### src/rtl/ls_quad_access_pkg.sv
// Shared types for the local store quadword sequencer.
// States, quadword geometry and the beat-to-slot mapping.
package ls_pkg;

    typedef enum logic [1:0] {
        IDLE = 2'd0,
        XFER = 2'd1,
        DONE = 2'd2
    } state_t;

    localparam int QW_BYTES     = 16;
    localparam int WORDS_PER_QW = 4;
    localparam int WORD_BITS    = 32;
    localparam int QW_BITS      = 128;

    // Beat 0 is the lowest-addressed word, held in bits [127:96].
    function automatic logic [6:0] slot_lsb(input logic [1:0] beat);
        return 7'd96 - {beat, 5'b00000};
    endfunction

endpackage

### src/rtl/ls_quad_access_if.sv
// Quadword request/response bus between load/store stage and sequencer.
// Optional req_wmask is present when LSQA_WORD_MASK_EN is defined.
interface ls_quad_access_if #(
    parameter int WIDTH = 32
);
    import ls_pkg::*;

    logic                 req_valid;
    logic                 req_ready;
    logic                 req_write;
    logic [WIDTH-1:0]     req_addr;
    logic [QW_BITS-1:0]   req_wdata;
`ifdef LSQA_WORD_MASK_EN
    logic [3:0]           req_wmask;
`endif
    logic                 rsp_valid;
    logic [QW_BITS-1:0]   rsp_rdata;

    modport master (
`ifdef LSQA_WORD_MASK_EN
        output req_wmask,
`endif
        output req_valid,
        output req_write,
        output req_addr,
        output req_wdata,
        input  req_ready,
        input  rsp_valid,
        input  rsp_rdata
    );

    modport slave (
`ifdef LSQA_WORD_MASK_EN
        input  req_wmask,
`endif
        input  req_valid,
        input  req_write,
        input  req_addr,
        input  req_wdata,
        output req_ready,
        output rsp_valid,
        output rsp_rdata
    );

endinterface

### src/rtl/ls_quad_access_qw_pack.sv
// 128-bit holding register written one 32-bit slot at a time.
// Used to assemble load data; cleared by reset.
module ls_qw_pack
    import ls_pkg::*;
(
    input  logic                 clk,
    input  logic                 reset_n,
    input  logic                 we,
    input  logic [1:0]           slot,
    input  logic [WORD_BITS-1:0] din,
    output logic [QW_BITS-1:0]   q
);

    always_ff @(posedge clk or negedge reset_n) begin
        if (!reset_n) begin
            q <= '0;
        end else if (we) begin
            q[slot_lsb(slot) +: WORD_BITS] <= din;
        end
    end

endmodule

### src/rtl/ls_quad_access.sv
// Sequences one 128-bit local store request as four 32-bit word beats.
// Define LSQA_WORD_MASK_EN to add a per-word store mask (req_wmask).
module ls_quad_access
    import ls_pkg::*;
#(
    parameter int WIDTH    = 32,
    parameter int LS_BYTES = 16384
) (
    input  logic             clk,
    input  logic             reset_n,
    ls_quad_access_if.slave  bus,
    output logic             memwrite,
    output logic [WIDTH-1:0] adr,
    output logic [WIDTH-1:0] writedata,
    input  logic [WIDTH-1:0] memdata
);

    localparam logic [WIDTH-1:0] LS_MASK = WIDTH'(LS_BYTES - 1);
    localparam logic [WIDTH-1:0] ALIGN   = ~WIDTH'(QW_BYTES - 1);

    state_t               state_q, state_d;
    logic [1:0]           beat_q, beat_d;
    logic [WIDTH-1:0]     base_q, base_d;
    logic                 wr_q, wr_d;
    logic [QW_BITS-1:0]   wdata_q, wdata_d;
    logic [3:0]           mask_q, mask_d;
    logic                 memwrite_d;
    logic [WIDTH-1:0]     adr_d;
    logic [WIDTH-1:0]     writedata_d;
    logic                 cap;
    logic [QW_BITS-1:0]   rdata;

    always_ff @(posedge clk or negedge reset_n) begin
        if (!reset_n) begin
            state_q   <= IDLE;
            beat_q    <= '0;
            base_q    <= '0;
            wr_q      <= 1'b0;
            wdata_q   <= '0;
            mask_q    <= '0;
            memwrite  <= 1'b0;
            adr       <= '0;
            writedata <= '0;
        end else begin
            state_q   <= state_d;
            beat_q    <= beat_d;
            base_q    <= base_d;
            wr_q      <= wr_d;
            wdata_q   <= wdata_d;
            mask_q    <= mask_d;
            memwrite  <= memwrite_d;
            adr       <= adr_d;
            writedata <= writedata_d;
        end
    end

    // Memory-side outputs are computed one cycle ahead and registered.
    always_comb begin
        state_d     = state_q;
        beat_d      = beat_q;
        base_d      = base_q;
        wr_d        = wr_q;
        wdata_d     = wdata_q;
        mask_d      = mask_q;
        memwrite_d  = 1'b0;
        adr_d       = adr;
        writedata_d = writedata;
        cap         = 1'b0;
        unique case (state_q)
            IDLE: begin
                if (bus.req_valid) begin
                    state_d     = XFER;
                    beat_d      = 2'd0;
                    base_d      = bus.req_addr & LS_MASK & ALIGN;
                    wr_d        = bus.req_write;
                    wdata_d     = bus.req_wdata;
`ifdef LSQA_WORD_MASK_EN
                    mask_d      = bus.req_wmask;
`else
                    mask_d      = 4'hF;
`endif
                    adr_d       = base_d;
                    writedata_d = bus.req_wdata[slot_lsb(2'd0) +: WORD_BITS];
                    memwrite_d  = bus.req_write & mask_d[3];
                end
            end
            XFER: begin
                cap = ~wr_q;
                if (beat_q == 2'd3) begin
                    state_d = DONE;
                end else begin
                    beat_d      = beat_q + 2'd1;
                    adr_d       = (base_q + WIDTH'({beat_d, 2'b00})) & LS_MASK;
                    writedata_d = wdata_q[slot_lsb(beat_d) +: WORD_BITS];
                    memwrite_d  = wr_q & mask_q[~beat_d];
                end
            end
            DONE: begin
                state_d = IDLE;
            end
            default: begin
                state_d = IDLE;
            end
        endcase
    end

    ls_qw_pack u_pack (
        .clk     (clk),
        .reset_n (reset_n),
        .we      (cap),
        .slot    (beat_q),
        .din     (memdata),
        .q       (rdata)
    );

    assign bus.req_ready = (state_q == IDLE);
    assign bus.rsp_valid = (state_q == DONE);
    assign bus.rsp_rdata = rdata;

endmodule

### src/flat_wrapper.sv
// flat-port wrapper written by rule: the top's interface ports become plain ports
module ls_quad_access_flat import ls_pkg::*;
#(
    parameter int WIDTH    = 32,
    parameter int LS_BYTES = 16384
)
  (clk, reset_n, memwrite, adr, writedata, memdata, bus_req_valid, bus_req_write, bus_req_addr, bus_req_wdata, bus_req_ready, bus_rsp_valid, bus_rsp_rdata);
  ls_quad_access_if #(.WIDTH(WIDTH)) bus_i ();
  input  logic clk;
  input  logic reset_n;
  output logic memwrite;
  output logic [WIDTH-1:0] adr;
  output logic [WIDTH-1:0] writedata;
  input  logic [WIDTH-1:0] memdata;
  input wire logic [$bits(bus_i.req_valid)-1:0] bus_req_valid;
  input wire logic [$bits(bus_i.req_write)-1:0] bus_req_write;
  input wire logic [$bits(bus_i.req_addr)-1:0] bus_req_addr;
  input wire logic [$bits(bus_i.req_wdata)-1:0] bus_req_wdata;
  output wire logic [$bits(bus_i.req_ready)-1:0] bus_req_ready;
  output wire logic [$bits(bus_i.rsp_valid)-1:0] bus_rsp_valid;
  output wire logic [$bits(bus_i.rsp_rdata)-1:0] bus_rsp_rdata;
  assign bus_i.req_valid = bus_req_valid;
  assign bus_i.req_write = bus_req_write;
  assign bus_i.req_addr = bus_req_addr;
  assign bus_i.req_wdata = bus_req_wdata;
  assign bus_req_ready = bus_i.req_ready;
  assign bus_rsp_valid = bus_i.rsp_valid;
  assign bus_rsp_rdata = bus_i.rsp_rdata;
  ls_quad_access #(.WIDTH(WIDTH), .LS_BYTES(LS_BYTES)) u_core (.clk(clk), .reset_n(reset_n), .bus(bus_i), .memwrite(memwrite), .adr(adr), .writedata(writedata), .memdata(memdata));
endmodule
### config.mk
export PLATFORM = sky130hd
export DESIGN_NAME = ls_quad_access_flat
export DESIGN_NICKNAME = d
export VERILOG_FILES = /design/src/rtl/ls_quad_access_pkg.sv /design/src/rtl/ls_quad_access_if.sv /design/src/rtl/ls_quad_access_qw_pack.sv /design/src/rtl/ls_quad_access.sv /design/src/flat_wrapper.sv
export SDC_FILE = /design/constraint.sdc
export NUM_CORES = 1
export LEC_CHECK = 0
export CAP_MARGIN = 25
export CORE_UTILIZATION = 43
export DETAILED_ROUTE_END_ITERATION = 8
export PLACE_DENSITY = 0.85
export SYNTH_ARGS = -nofsm -noshare
export SYNTH_HDL_FRONTEND = slang
export SYNTH_HIERARCHICAL = 1
export SYNTH_SLANG_ARGS = --single-unit
### constraint.sdc
create_clock -name clk -period 1.99 [get_ports clk]
set_input_delay 0.398 -clock clk [delete_from_list [all_inputs] [get_ports clk]]
set_output_delay 0.398 -clock clk [all_outputs]
set_load 0.03 [all_outputs]
Word level (Yosys, flattened, before mapping)
Index checks and enable logic that the tools add are counted.
{"block": "op_classes", "n_addsub": 5, "magnitude_cmp": 1, "n_eq_ne": 6, "shift": 3, "n_mux": 19, "n_bitwise": 3, "reduce_logical": 5}
{"cell": "bitwise mux 128 bit", "n": 1}
{"cell": "2-to-1 mux 32 bit", "n": 4}
{"cell": "case mux 32 bit (2 select lines)", "n": 2}
{"cell": "variable shift 32 x 9 -> 128 bit, first input constant", "n": 1}
{"cell": "variable part select 128 x 8 -> 32 bit", "n": 1}
{"cell": "variable part select 32 x 9 -> 128 bit", "n": 1}
{"cell": "adder 14 x 4 -> 14 bit", "n": 1}
{"cell": "subtractor 7 bit, first input constant", "n": 2}
{"cell": "negator 7 -> 9 bit", "n": 1}
{"cell": "2-to-1 mux 2 bit", "n": 4}
{"cell": "case mux 2 bit (2 select lines)", "n": 2}
{"cell": "equality test 2 bit, second input constant", "n": 2}
{"cell": "2-to-1 mux 1 bit", "n": 4}
{"cell": "inequality test 2 bit, second input constant", "n": 2}
{"cell": "AND reduction 2 bit", "n": 2}
{"cell": "less-than comparator 2 x 3 -> 1 bit, second input constant", "n": 1}
{"cell": "AND reduction 3 bit", "n": 1}
{"cell": "adder 2 x 1 -> 2 bit, second input constant", "n": 1}
{"cell": "binary-select mux 1 bit (select 2 bit)", "n": 1}
{"cell": "equality test 2 x 1 -> 1 bit, second input constant", "n": 1}
{"cell": "zero test 2 bit", "n": 1}
{"cell": "inequality test 2 x 1 -> 1 bit, second input constant", "n": 1}
{"cell": "NOT 2 bit", "n": 1}
{"cell": "case mux 1 bit (2 select lines)", "n": 1}
{"cell": "other kinds (3)", "n": 3}
{"block": "word_totals", "regBits": 337, "inputBits": 196, "output_inout_bits": 195, "wordCells": 52}

Depth between registers and ports, before layout
{"block": "logic_depth", "word_depth": 7, "ltp_mapped": 8, "mapped_depth_nobuf": 5}

Cells and area by module
Netlist, hierarchy kept.
{"module": "ls_quad_access", "instances": 1, "cells_per_inst": 896, "area_each_um2": 8494.4}
{"module": "ls_qw_pack", "instances": 1, "cells_per_inst": 391, "area_each_um2": 5152.4}

Least setup slack after synthesis
OpenSTA, ideal clock, no wires.
{"block": "synth_path", "path_type": "flip-flop to flip-flop", "startpoint": "register u_core.beat_q[0]", "endpoint": "register u_core.u_pack.q[54]", "setup_time_ps": 122, "arrival_time_ps": 1941, "t_required_ps": 1868, "setup_slack_ps": -73, "stages_incl_launch_ff": 7, "synth_period_minus_slack_ps": 2063, "path_cell_list": "dfrtp_1 -> inv_1 -> ha_1 -> and4b_1 -> buf_2 -> buf_6 -> a32o_1"}
{"block": "synth_via", "elab_chain_cells": 4}
{"item": "start, declared", "line": "ls_quad_access.sv:22", "text": "logic [1:0] beat_q, beat_d;"}
{"item": "start signal, assigned", "line": "ls_quad_access.sv:46", "text": "beat_q <= beat_d;"}
{"item": "subtractor 7 bit (*)", "line": "ls_quad_access_pkg.sv:18", "text": "return 7'd96 - {beat, 5'b00000};"}
{"item": "negator 7 -> 9 bit (*)", "line": "ls_quad_access_qw_pack.sv:18", "text": "q[slot_lsb(slot) +: WORD_BITS] <= din;"}
{"item": "variable part select 32 x 9 -> 128 bit / variable shift 32 x 9 -> 128 bit (equally long branches)", "line": "ls_quad_access_qw_pack.sv:18"}
{"item": "bitwise mux 128 bit (*)", "line": "ls_quad_access_qw_pack.sv:18"}
{"item": "end signal, assigned by index", "line": "ls_quad_access_qw_pack.sv:18"}
{"item": "end, declared", "line": "ls_quad_access_qw_pack.sv:11", "text": "output logic [QW_BITS-1:0] q"}
Every way passes the cells marked *; elsewhere a longest branch is shown, timed or not.
A chain may end at the register's enable or synchronous reset.

Worst setup path after layout
{"block": "layout_path", "startpoint": "register u_core.u_pack.q[33]", "endpoint": "output port bus_rsp_rdata[33]"}
{"item": "end, declared", "line": "flat_wrapper.sv:21", "text": "output wire logic [$bits(bus_i.rsp_rdata)-1:0] bus_rsp_rdata;"}
No word-level cell between the ends.

==> results.md <==
* Run status: complete, no violations
* Post-synth top area share at 57.8%
* CTS root buf: clkbuf_16
* # setup viols final at 0
* Via count at 11.7k
* Post-Synthesis Mean Instance Area at 10.6 um^2
* Slowest cell on crit path: clkdlybuf4s50_1
* GPL Wtd Cong at 0.863
* First DRT Iteration DRCs at 1130
* Synth top area cells: dfrtp_1, nand2_1, o2bb2ai_1
* Synth Instances at 1287
* R2r setup slk at 0.13 ns
* Crit. End Element: output pin
* Crit-path max cell delay at 0.68 ns
* Area Growth Syn to Fin at 39.2%
* Vias in the first global route at 11.9k
* Antenna-violating nets left at 0
* Setup Skew at 0.0149 ns
* Most numerous cell in the Yosys netlist: nand2_1
* Cell family with most CP delay: buffers and inverters
* Post-synth EDFFs at 0
* Buf+Inv Stages, Crit Path at 1
* Leak at 9.29 nW
* Critical path required time at 1.59 ns
* Power Dens Cells at 1870 nW/um^2
* Cell Area, Synth at 13600 um^2
* Drt drc at 0
* Max-cap violation count at 0
* Register bit count reported by yosys at 315
* Clock buffer depth at 3
* Htree depth at 2
* Hold_ws at 0.419 ns
* CP Class: reg2out
* Chip Height at 180 um
* DR pass1 iterations at 6
* Io pins at 391
* Final layout net count at 1832
* Startpoint Class: register
* Final cycle utilization of the critical path at 98.5%
* Setup crit start: u_core/u_pack/q[33]$_DFFE_PN0P_
* DR vias/cell at 5.68
* Largest fanout on the critical path at 2
* Arr. time, crit path at 1.56 ns
* Least-Margin Pin Slew at 0.570 ns
* Yosys top cell by area: dfrtp_1
* Dpl cells at 1976
* WHS Endpoint: u_core/wdata_q[5]$_DFFE_PN0P_
* Hold Crit Class: in2reg
* Slew HR at 61.9%
* Synth top cells by count: nand2_1, dfrtp_1, o2bb2ai_1
* Fmax achieved at 510 MHz
* Placed wire-length estimate at 27600 um
* Worst-Skew Late Latency at 0.50 ns
* Reg2reg path depth at 6
* Total Routing Usage GR at 26.0%
* Warning count from the yosys run at 6
* Pin count of the biggest net entering global routing at 69
* FP Rows at 64
* Antenna violations before repair at 4
* Reg-to-reg critical path endpoint: u_core/u_pack/q[62]$_DFFE_PN0P_
* Share of cells above drive strength 1 at 8.77%
* Final WL at 42500 um
* Dominant synthesized flop cell: dfrtp_1
* Fin crit period at 1.96 ns
* Per-cell routed wire length at 20.7 um
* Final Hold Vio Count at 0
* Port bufs at 348
* First-pass GRT wire length at 66800 um
* CTS sink cnt at 315
* Worst reg2reg startpoint: u_core/state_q[1]$_DFFE_PN0P_
* Min-delay src: bus_req_wdata[5]
* Finished Layout Cells at 2052
* Initial Util at 44.2%
* IR drop worst, VDD at 0.852 mV
* Register area share after synthesis at 57.8%
* TritonCTS clock tree: done
* Grt total ovfl at 0
* Post-synthesis cell type count at 35
* Reg clk slew, reported paths at 0.06 ns
* Max Slew Vio Count at 0
* Die Outline Area at 32500 um^2
* Area of the core at 30900 um^2
* Die W at 180 um
* Async S/R FF share, synth at 100%
* CTS Buf Count at 34
* Hold path cells at 3
* Crit path cell chain: clkdlybuf4s50_1
how the worst max path moves through the flow:
stage	cells after the start	endpoint
global placement	4	u_core/u_pack/q[104]$_DFFE_PN0P_
floorplan	8	u_core/u_pack/q[100]$_DFFE_PN0P_
CTS	1	bus_rsp_rdata[40]
global route	1	bus_rsp_rdata[33]
detailed placement	5	u_core/adr[13]$_DFFE_PN0P_
finish	1	bus_rsp_rdata[33]
layout make-up:
class	count	area (um^2)
fillers	2413	11900
flip-flops and latches	315	7890
multi-input cells	859	5100
repair buffers	416	4360
clock buffers	49	1030
well taps	396	495
clock inverters	11	115
inverters	4	15.0
diodes	2	5.00
stage by stage:
stage | total power, mW | setup TNS [ns] | area [um^2] | setup slack, ns | util (%)
final | 35.6 | 0 | 19000 | 0.0289 | 61.5
after global routing | 37.4 | -0.000873 | 19000 | -0.000571 | 61.5
after CTS | 35.4 | 0 | 18800 | 0.000478 | 60.9
after detailed placement | 28.7 | -0.567 | 17600 | -0.0622 | 57.0
after global placement | 28.0 | -1.15 | 17600 | -0.0752 | 57.0
after floorplan | 21.8 | 0 | 13700 | 0.0870 | -
worst reg2reg max path: stages (launching register included):
cell and delay, ns:
dfrtp_1 0.46, nand2b_2 0.27, nor2_4 0.22, buf_12 0.19
nand2_1 0.07, buf_4 0.26, a32o_1 0.27
power breakdown:
group | internal, mW | switching, mW
sequential | 9.35 | 1.85
combinational | 7.41 | 10.6
clock | 3.86 | 2.55
total | 20.6 | 15.0
registers in the layout (all words and copies together), names as in the netlist:
| register | count |
|---|---|
| u_core/mask_q | 1 |
| u_core/memwrite | 1 |
| u_core/base_q | 10 |
| u_core/state_q | 2 |
| u_core/beat_q | 1 |
| u_core/adr | 11 |
| u_core/writedata | 32 |
| u_core/wr_q | 1 |
| u_core/u_pack/q | 128 |
| u_core/wdata_q | 128 |
cells in the final DEF, fill, tap and decap left out, types with 2 or more instances in the layout:
master	n
a22o_1	33
clkbuf_1	4
nand3_1	65
nor4bb_2	2
clkdlybuf4s50_1	285
nor3b_4	2
a21boi_0	4
diode_2	2
inv_1	3
clkbuf_16	35
a21oi_1	43
clkbuf_8	10
bufinv_16	2
ha_1	5
dlygate4sd2_1	25
mux2i_1	74
dlymetal6s2s_1	34
dfrtp_1	314
nor2_1	5
conb_1	20
buf_12	19
bufbuf_16	2
a31o_2	4
a32o_1	60
nor3_1	10
nand2_1	422
buf_4	45
o2bb2ai_1	96
clkinv_2	6
nor2_4	2
routing by layer:
metal | share of wire, % | vias to the layer above | track usage (%)
li1 | - | 5136 | -
met1 | 38 | 5728 | 32.2
met2 | 48 | 699 | 43.5
met3 | 10 | 95 | 6.87
met4 | 3.2 | 2 | 9.64
met5 | 0.031 | - | 0
logic make-up after synthesis:
family | share of synthesized area [%]
buffers and inverters | 5.90
muxes | 5.43
AOI/OAI and AO/OA | 14.7
and+or+nand+nor | 15.6
adders and majority gates | 0.550
other | 0.0275
DFF | 57.8
timing repair:
item                                    CTS  global route
endpoints found under the hold margin    44             0
cloned                                    2             1
gates resized for setup                  30            38
buffers inserted                          0            10
hold buffers                              1             0
endpoints found under the setup margin   28            68
pin swaps                                 0             2
No activity file was read; power rests on OpenSTA's default activity.
